`src/rtl/l2_array_pkg.sv`:
```
// Shared types and helpers for the L2 multi-way tag/metadata array.
// Latency: n/a (package).  Backpressure: n/a.
// Contents: sweep FSM state encoding, flattened-vector way offset helper.
package l2_array_pkg;

    typedef enum logic {
        SW_IDLE  = 1'b0,
        SW_SWEEP = 1'b1
    } sweep_state_t;

    // Low bit of way w inside a num_ways*wdt flattened vector.
    function automatic int way_slice(input int w, input int wdt);
        return w * wdt;
    endfunction

endpackage

```
`src/rtl/l2_way_bank.sv`:
```
// One way of the L2 array: per-set data + valid, with load, set-invalidate and sweep-clear.
// Latency: registered read 1 cycle (with write-through bypass); imm read 0 cycles (stored state only).
// Backpressure: none; the caller gates ops while a sweep runs.
// Ports: clk/rst; read+rindex (read request); load/inv_set at windex; sweep_clr at sweep_index;
//        datain; dataout/valid_out (registered); dataout_imm/valid_imm (combinational).
module l2_way_bank
    import l2_array_pkg::*;
#(
    parameter int s_index = 4,
    parameter int width   = 24
) (
    input  logic               clk,
    input  logic               rst,
    input  logic               read,
    input  logic [s_index-1:0] rindex,
    input  logic               load,
    input  logic               inv_set,
    input  logic [s_index-1:0] windex,
    input  logic               sweep_clr,
    input  logic [s_index-1:0] sweep_index,
    input  logic [width-1:0]   datain,
    output logic [width-1:0]   dataout,
    output logic               valid_out,
    output logic [width-1:0]   dataout_imm,
    output logic               valid_imm
);

    localparam int NUM_SETS = 2 ** s_index;

    logic [width-1:0]    data_q [NUM_SETS];
    logic [NUM_SETS-1:0] valid_q;

    logic same_set;
    assign same_set = (rindex == windex);

    always_ff @(posedge clk) begin
        if (rst) begin
            for (int i = 0; i < NUM_SETS; i++) begin
                data_q[i] <= '0;
            end
            valid_q   <= '0;
            dataout   <= '0;
            valid_out <= 1'b0;
        end else begin
            // Load beats a same-cycle set invalidate for this way.
            if (load) begin
                data_q[windex]  <= datain;
                valid_q[windex] <= 1'b1;
            end else if (inv_set) begin
                valid_q[windex] <= 1'b0;
            end
            if (sweep_clr) begin
                valid_q[sweep_index] <= 1'b0;
            end
            // Registered read sees this cycle's write/invalidate on the same set.
            if (read) begin
                if (load && same_set) begin
                    dataout   <= datain;
                    valid_out <= 1'b1;
                end else begin
                    dataout   <= data_q[rindex];
                    valid_out <= valid_q[rindex] & ~(inv_set && same_set);
                end
            end
        end
    end

    assign dataout_imm = data_q[rindex];
    assign valid_imm   = valid_q[rindex];

endmodule

```
`src/rtl/l2_multiway_array.sv`:
```
// N-way L2 tag/metadata array with per-way load, single-set invalidate and whole-array valid sweep.
// Latency: registered read 1 cycle; imm outputs combinational; sweep takes num_sets cycles.
// Backpressure: busy high during sweep; read/load/inv_set/inv_all are dropped while busy.
// Ports: clk/rst; read, rindex; load[num_ways], windex, datain; inv_set; inv_all; busy;
//        dataout/valid_out (registered, way w at [w*width +: width]); dataout_imm/valid_imm.
module l2_multiway_array
    import l2_array_pkg::*;
#(
    parameter int s_index  = 4,
    parameter int width    = 24,
    parameter int num_ways = 4
) (
    input  logic                        clk,
    input  logic                        rst,
    input  logic                        read,
    input  logic [s_index-1:0]          rindex,
    input  logic [num_ways-1:0]         load,
    input  logic [s_index-1:0]          windex,
    input  logic [width-1:0]            datain,
    input  logic                        inv_set,
    input  logic                        inv_all,
    output logic                        busy,
    output logic [num_ways*width-1:0]   dataout,
    output logic [num_ways-1:0]         valid_out,
    output logic [num_ways*width-1:0]   dataout_imm,
    output logic [num_ways-1:0]         valid_imm
);

    sweep_state_t       state, state_nxt;
    logic [s_index-1:0] ptr, ptr_nxt;
    logic               sweep_clr;
    logic               op_en;

    always_ff @(posedge clk) begin
        if (rst) begin
            state <= SW_IDLE;
            ptr   <= '0;
        end else begin
            state <= state_nxt;
            ptr   <= ptr_nxt;
        end
    end

    // ptr is all-ones exactly on the last set, so &ptr marks sweep exit.
    always_comb begin
        state_nxt = state;
        ptr_nxt   = ptr;
        sweep_clr = 1'b0;
        case (state)
            SW_IDLE: begin
                if (inv_all) begin
                    state_nxt = SW_SWEEP;
                    ptr_nxt   = '0;
                end
            end
            SW_SWEEP: begin
                sweep_clr = 1'b1;
                if (&ptr) begin
                    state_nxt = SW_IDLE;
                    ptr_nxt   = '0;
                end else begin
                    ptr_nxt = ptr + 1'b1;
                end
            end
            default: state_nxt = SW_IDLE;
        endcase
    end

    assign busy  = (state == SW_SWEEP);
    assign op_en = ~busy;

    for (genvar w = 0; w < num_ways; w++) begin : g_way
        localparam int LO = way_slice(w, width);

        l2_way_bank #(
            .s_index (s_index),
            .width   (width)
        ) u_bank (
            .clk         (clk),
            .rst         (rst),
            .read        (read & op_en),
            .rindex      (rindex),
            .load        (load[w] & op_en),
            .inv_set     (inv_set & op_en),
            .windex      (windex),
            .sweep_clr   (sweep_clr),
            .sweep_index (ptr),
            .datain      (datain),
            .dataout     (dataout[LO +: width]),
            .valid_out   (valid_out[w]),
            .dataout_imm (dataout_imm[LO +: width]),
            .valid_imm   (valid_imm[w])
        );
    end

endmodule

```
`config.mk`:
```
export PLATFORM = sky130hd
export DESIGN_NAME = l2_multiway_array
export DESIGN_NICKNAME = d
export VERILOG_FILES = /design/src/rtl/l2_array_pkg.sv /design/src/rtl/l2_way_bank.sv /design/src/rtl/l2_multiway_array.sv
export SDC_FILE = /design/constraint.sdc
export NUM_CORES = 2
export LEC_CHECK = 0
export CAP_MARGIN = 25
export CORE_MARGIN = 4
export CORE_UTILIZATION = 45
export CTS_CLUSTER_SIZE = 8
export DETAILED_ROUTE_END_ITERATION = 10
export DONT_BUFFER_PORTS = 1
export GPL_TIMING_DRIVEN = 0
export SLEW_MARGIN = 10
export SYNTH_ARGS = -nofsm -noshare
export SYNTH_HDL_FRONTEND = slang
export SYNTH_SLANG_ARGS = --single-unit
```
`constraint.sdc`:
```
create_clock -name clk -period 2 [get_ports clk]
set_input_delay 0.3 -clock clk [delete_from_list [all_inputs] [get_ports clk]]
set_output_delay 0.3 -clock clk [all_outputs]
set_load 0.01 [all_outputs]
```
* Yosys cells after proc, flatten, opt, wreduce, memory -nomap -nowiden *
Memory sizes are Yosys's and may differ from the RTL's.
Index checks and enable logic that the tools add are counted.

word-level totals
  flip-flop bits (word level) = 169
  bits in writable memories = 1536
  output and inout port bits = 201
  logic and storage cells = 133
  memories kept = 4

cells by class
  add/subtract/negate cells = 1
  order comparisons = 5
  eq/ne operators = 2
  mux-type cells = 69
  bitwise operators = 26
  reduce and logical (&&, ||, !) cells = 12

memory list
  name                    words  bits a word  rd ports  clocked after memory_dff  wr ports  RTL line           source
  g_way[0].u_bank.data_q  16     24           1         0                         16        l2_way_bank.sv:30  logic [width-1:0] data_q [NUM_SETS];
  g_way[1].u_bank.data_q  16     24           1         0                         16        l2_way_bank.sv:30
  g_way[2].u_bank.data_q  16     24           1         0                         16        l2_way_bank.sv:30
  g_way[3].u_bank.data_q  16     24           1         0                         16        l2_way_bank.sv:30

operators by type and width
  kind                                                                                 count
  16-bit 2-to-1 mux                                                                    16
  24-bit 2-to-1 mux                                                                    8
  16-bit bitwise AND                                                                   8
  24-bit OR reduction                                                                  4
  16-bit bitwise OR                                                                    4
  16-bit inverter                                                                      2
  1-bit 2-to-1 mux                                                                     31
  4-bit 2-to-1 mux                                                                     6
  1-bit binary-select mux with 4-bit select                                            4
  4-bit by 5-bit < comparator with 1-bit output, second input constant                 3
  1-bit bitwise AND                                                                    10
  1-bit demux with 4-bit select                                                        2
  4-bit by 1-bit greater-or-equal comparator with 1-bit output, second input constant  2
  4-bit case mux with 2 select lines                                                   1
  1-bit logical AND                                                                    7
  4-bit by 1-bit adder with 4-bit output, second input constant                        1
  4-bit == test                                                                        1
  4-bit AND reduction                                                                  1
  2-bit inequality test, second input constant                                         1
  1-bit inverter                                                                       2
  1-bit case mux with 2 select lines                                                   1

* Longest topological paths before layout *
  depth after elaboration = 11
  mapped depth = 7
  depth with buffers taken out = 5

* By module *
From an unflattened synthesis, not the netlist that was laid out.

unflattened totals
  cells, all modules = 5342
  area, all modules = 76012.9 µm²

by module, submodules not included
  module                              times used  cells each  area an instance (µm²)
  l2_way_bank at g_way[1].u_bank ...  3           1326        18968.2
  l2_way_bank at g_way[0].u_bank      1           1329        18828.1
  l2_multiway_array                   1           35          280.3

* Worst setup path before layout *
No wires, ideal clock.

  path type = in2reg
  from = input windex[1]
  to = memory g_way[0].u_bank.data_q[2][0] (enable)
  library setup time = 0.384 ns
  arrival = 1.798 ns
  path slack = -0.182 ns
  stages = 4
  cells stage by stage = clkbuf_1 nor4b_1 nand2_1 nand2b_1

RTL lines
  what         RTL line                 source
  from (decl)  l2_multiway_array.sv:18  input logic [s_index-1:0] windex,
  to (decl)    l2_way_bank.sv:30

* Final worst setup path *
  from = input rindex[1]
  to = output valid_imm[2]

on the way
  word-level cells in the longest chain between the ends = 2

RTL lines
  what                                       RTL line                 source
  from (decl)                                l2_multiway_array.sv:16  input logic [s_index-1:0] rindex,
  1-bit binary-select mux with 4-bit select  l2_way_bank.sv:69        assign valid_imm = valid_q[rindex];
  1-bit 2-to-1 mux (not written as such)     l2_way_bank.sv:69
  to (decl)                                  l2_multiway_array.sv:26  output logic [num_ways-1:0] valid_imm

No other way between the ends. The select of a mux whose other input is x is not followed.

==> results <==
- The number of slew-limit violations in the final report is 0.
- After clock tree synthesis, the clock-pin slew on the worst setup and hold paths is roughly 0.05 ns.
- In this run the cell area of the synthesized design comes to about 77000 µm².
- Setup violations remaining at the end of the flow were counted as between 300 and 400.
- The total cell area at the placement stage is 80400 µm².
- In the synthesized netlist, the number of instances is 5415.
- The cell area after layout is between 90000 and 100000 µm².
- The flip-flop and latch area is just under 50000 µm².
- The total wire length after detailed routing is around 300 mm.
- The sort of element at the end of the critical path is an output pin.
- The worst-case IR drop observed on VDD is 0.744 mV.
- The via-per-instance ratio is between 5 and 6.
- The post-route worst hold slack is 0.0356 ns.
- For this configuration, the core starts out at a cell density of 0.453.
- The clock latency on the worst-skew pair is 0.89 ns.
- The most used flip-flop cell after synthesis is sky130_fd_sc_hd__edfxtp_1.
- Across all layers, the routed design uses about 50k vias.
- Of the total synthesized cell area, the portion taken by full adders, half adders and majority gates is 0.000653.
- The initialized floorplan defines 151 standard-cell rows.
- The mean area per synthesized cell is roughly 14 µm².
- The via count of the first global-routing pass is just under 50k.
- The signal on the critical path passes through buf_2, buf_4, buf_2, mux4_2, a22oi_2, nand2_4, buf_6.
- After synthesis, the share of flip-flops with an asynchronous set or reset is 0.
- Counting instances in the post-synthesis netlist gives the leading cell types as sky130_fd_sc_hd__and2_1 (1537), sky130_fd_sc_hd__edfxtp_1 (1536), sky130_fd_sc_hd__nand2_1 (618).
- After layout, the minimum clock period comes to 2.66 ns.
- The flip-flop and latch count after synthesis is around 1.7k.
- Timing would allow up to about 380 MHz.
- around 240 I/O pins were placed.
- The CTS tree is built.
- The clock tree synthesis step divided the H-tree into 4 levels.
- The count of input and output buffers is 0.
- The static leakage is approximately 34 nW.
- The total power density per cell area is about 940 nW/µm².
- After legalization and detailed placement, the total HPWL measured 200 mm.
- The data required time of the critical path is between 1.5 and 2 ns.
- For the final database, setup skew stands at approximately 0.053 ns.
- The headroom to the max-slew limit is 0.204.
- The first global-routing pass estimated just under 400 mm of wire.
- Dividing the detail-routed wire length by the instance count gives 35.7 µm.
- The startpoint class of the critical path is an input port.
- Synthesis produced a netlist with a net count of around 5.5k.
- The total routing usage reported by global routing is 0.327.
- At the end of routability-driven placement, the weighted congestion stood at 1.00.
- The number of warnings printed during yosys synthesis is 0.
- The core region is approximately 170000 µm².
- In the final layout, the share of cells above drive strength 1 is 0.273.
- The filler cells instantiated in the layout total around 14k.
- The biggest area consumer among synthesized cells is sky130_fd_sc_hd__edfxtp_1.
- The critical path in this run is classified as input port to output pin.
- The post-layout worst setup margin is -0.655 ns.
- Setup repair after global routing could not meet its margin everywhere.
- By instance count, the cell type seen most on the critical path is sky130_fd_sc_hd__buf_2.
- The maximum single-stage delay on the critical path is around 0.43 ns.
- The most congested layer reported by global routing is met2.
- In the global route stage, met2 resource usage came out at 0.508.
- Of the total synthesized cell area, the portion taken by XOR and XNOR cells is 0.000457.
- In the final layout, the multi-input gates occupy around 27000 µm².
- The sequential cell area fraction in the yosys report is 0.646.
- For the worst setup path, the data arrival time is ~2.4 ns.
- Max-cap violations in this run came to 0.
- The number of synthesized flops with an enable pin is between 1.5k and 2k.
- The die height is 421 µm.
- The share of synthesized area in the top cell type comes to 0.602.
- Compared with the post-synthesis result, the final layout area differs by 19.5%.
- The final clock period utilization by the worst path is 1.33.
- The slowest stage of the critical path is the sky130_fd_sc_hd__buf_4 cell.
- The area fraction in compound gates after synthesis is 0.0218.
- The detailed router finished its first iteration with about 6.5k violations.
- CTS saw 1705 sinks.
- Counting along the longest clock path gives a buffer depth of 3.
- The most numerous cell in the Yosys netlist is sky130_fd_sc_hd__and2_1.
- The TritonCTS buffer count is roughly 230.
- The aggregate global routing overflow is 0.
- The die is ~420 µm wide.
- Of the total synthesized cell area, the portion taken by AND, OR, NAND and NOR gates is 0.181.
- Entering global routing, the biggest net connects 25 pins.
- Measured against the total synthesized area, the mux share comes to 0.118.
- The transition time at the pin with the least slew margin is roughly 1.2 ns.
- The first TritonRoute pass finished after 6 iterations.
- The count of different cell masters after synthesis is 40.
- In this run the worst hold path is classified as input port to flip-flop.
- The buffer type at the clock tree root is sky130_fd_sc_hd__clkbuf_16.
- The initial antenna violation count is 25.
- The final hold violation count was 0.
- The number of design rule violations left after detail routing is 0.
- The die area is between 150000 and 200000 µm².
- In the post-synthesis netlist, the biggest area contributors are sky130_fd_sc_hd__edfxtp_1 (60%), sky130_fd_sc_hd__and2_1 (13%), sky130_fd_sc_hd__mux4_2 (12%).
- Once detail routing completed, the nets flagged for antenna violations numbered 0.
- The met1 track demand over resource is 0.420.
- By area, the combinational part of the netlist is dominated by simple AND/OR/NAND/NOR gates.
- Of all nets on the critical path, the largest fanout is 10.
- The checks that failed: setup timing.
- The net count of the finished layout is about 5.9k.
- The run finished, with violations left.
- The met3 track demand over resource in global routing is 0.0727.
==> kinds of logic after synthesis <==
logic type               Yosys count
XOR/XNOR                           4
multiplexers                     401
AO/OA/AOI/OAI                    224
AND/OR/NAND/NOR                 2462
adder cells (fa/ha/maj)            4
flip-flops                      1705
buffers and inverters            615
==> routing by layer <==
layer | share of wire | vias up
li1 | - | 20300
met5 | 0.00028 | -
met1 | 0.37 | 25500
met2 | 0.47 | 2818
met4 | 0.070 | 12
met3 | 0.094 | 615
==> state kept, by name (all words and copies together) (netlist names) <==
| name | flops |
|---|---|
| g_way.u_bank.dataout | 96 |
| busy | 1 |
| ptr | 4 |
| g_way.u_bank.valid_q | 64 |
| g_way.u_bank.data_q | 1536 |
| g_way.u_bank.valid_out | 4 |
==> where the power goes <==
group / internal [mW] / leakage, nW / total, mW / switching, mW
clock network: 21.6 / 3.19 / 37.2 / 15.6
logic: 2.85 / 13.3 / 8.36 / 5.51
registers: 40.4 / 17.0 / 41.0 / 0.589
total: 64.9 / 33.5 / 86.5 / 21.7
==> worst paths after layout <==
check | from | endpoint | slack, ns | cells past startpoint
setup reg to reg | busy | g_way[3].u_bank.data_q[14][10] | -0.11 | 7
hold / removal | datain[12] | g_way[0].u_bank.data_q[1][12] | 0.04 | 2
setup / recovery | rindex[1] | valid_imm[2] | -0.66 | 7
hold reg to reg | g_way[3].u_bank.valid_q[10] | g_way[3].u_bank.valid_q[10] | 0.45 | 2
==> critical path: cells and delay by family <==
| kind | cells | cell delay [ns] |
|---|---|---|
| multiplexers | 1 | 0.39 |
| buffers and inverters | 4 | 1.19 |
| AND/OR/NAND/NOR | 1 | 0.17 |
| AO/OA/AOI/OAI | 1 | 0.29 |
==> metrics by stage <==
step | power, mW | cells | worst slack [ns] | utilization | TNS (ns)
6_report | 86.5 | 8220 | -0.655 | 0.541 | -60.04
3_5_place_dp | 48.6 | 7676 | -1.71 | 0.475 | -2510.83
3_3_place_gp | 48.3 | 7633 | -2.73 | 0.470 | -3190.52
5_1_grt | 88.5 | 8208 | -0.684 | 0.541 | -72.09
4_1_cts | 86.1 | 8155 | -0.693 | 0.534 | -69.48
2_1_floorplan | 45.1 | 5415 | -0.00806 | - | -0.105
==> cell usage in the layout, fill, tap and decap left out, types with 83 or more instances in the layout <==
| cell type | instances |
|---|---|
| sky130_fd_sc_hd__and2_1 | 1537 |
| sky130_fd_sc_hd__and4_4 | 96 |
| sky130_fd_sc_hd__buf_4 | 128 |
| sky130_fd_sc_hd__clkbuf_1 | 345 |
| sky130_fd_sc_hd__clkbuf_16 | 236 |
| sky130_fd_sc_hd__clkbuf_2 | 108 |
| sky130_fd_sc_hd__dfxtp_1 | 163 |
| sky130_fd_sc_hd__edfxtp_1 | 1536 |
| sky130_fd_sc_hd__mux4_2 | 400 |
| sky130_fd_sc_hd__nand2_1 | 487 |
| sky130_fd_sc_hd__o221ai_1 | 83 |
==> area by class of cell <==
class / count / area share
Buffer: 504 / 0.0316
Antenna cell: 15 / 0.000410
Multi-Input combinational cell: 3119 / 0.294
Clock inverter: 14 / 0.00421
Tap cell: 2218 / 0.0303
Timing Repair Buffer: 173 / 0.0232
Sequential cell: 1705 / 0.541
Clock buffer: 373 / 0.0694
Inverter: 99 / 0.00586
==> timing repair <==
item / in CTS / in global routing
cloned: 13 / 14
hold buffers: 19 / 2
hold endpoints to repair: 156 / 8
setup endpoints to repair: 3330 / 1602
pin swaps: 111 / 55
resized for setup: 978 / 256
setup buffers: 67 / 36
(Power assumes the default switching activity.)
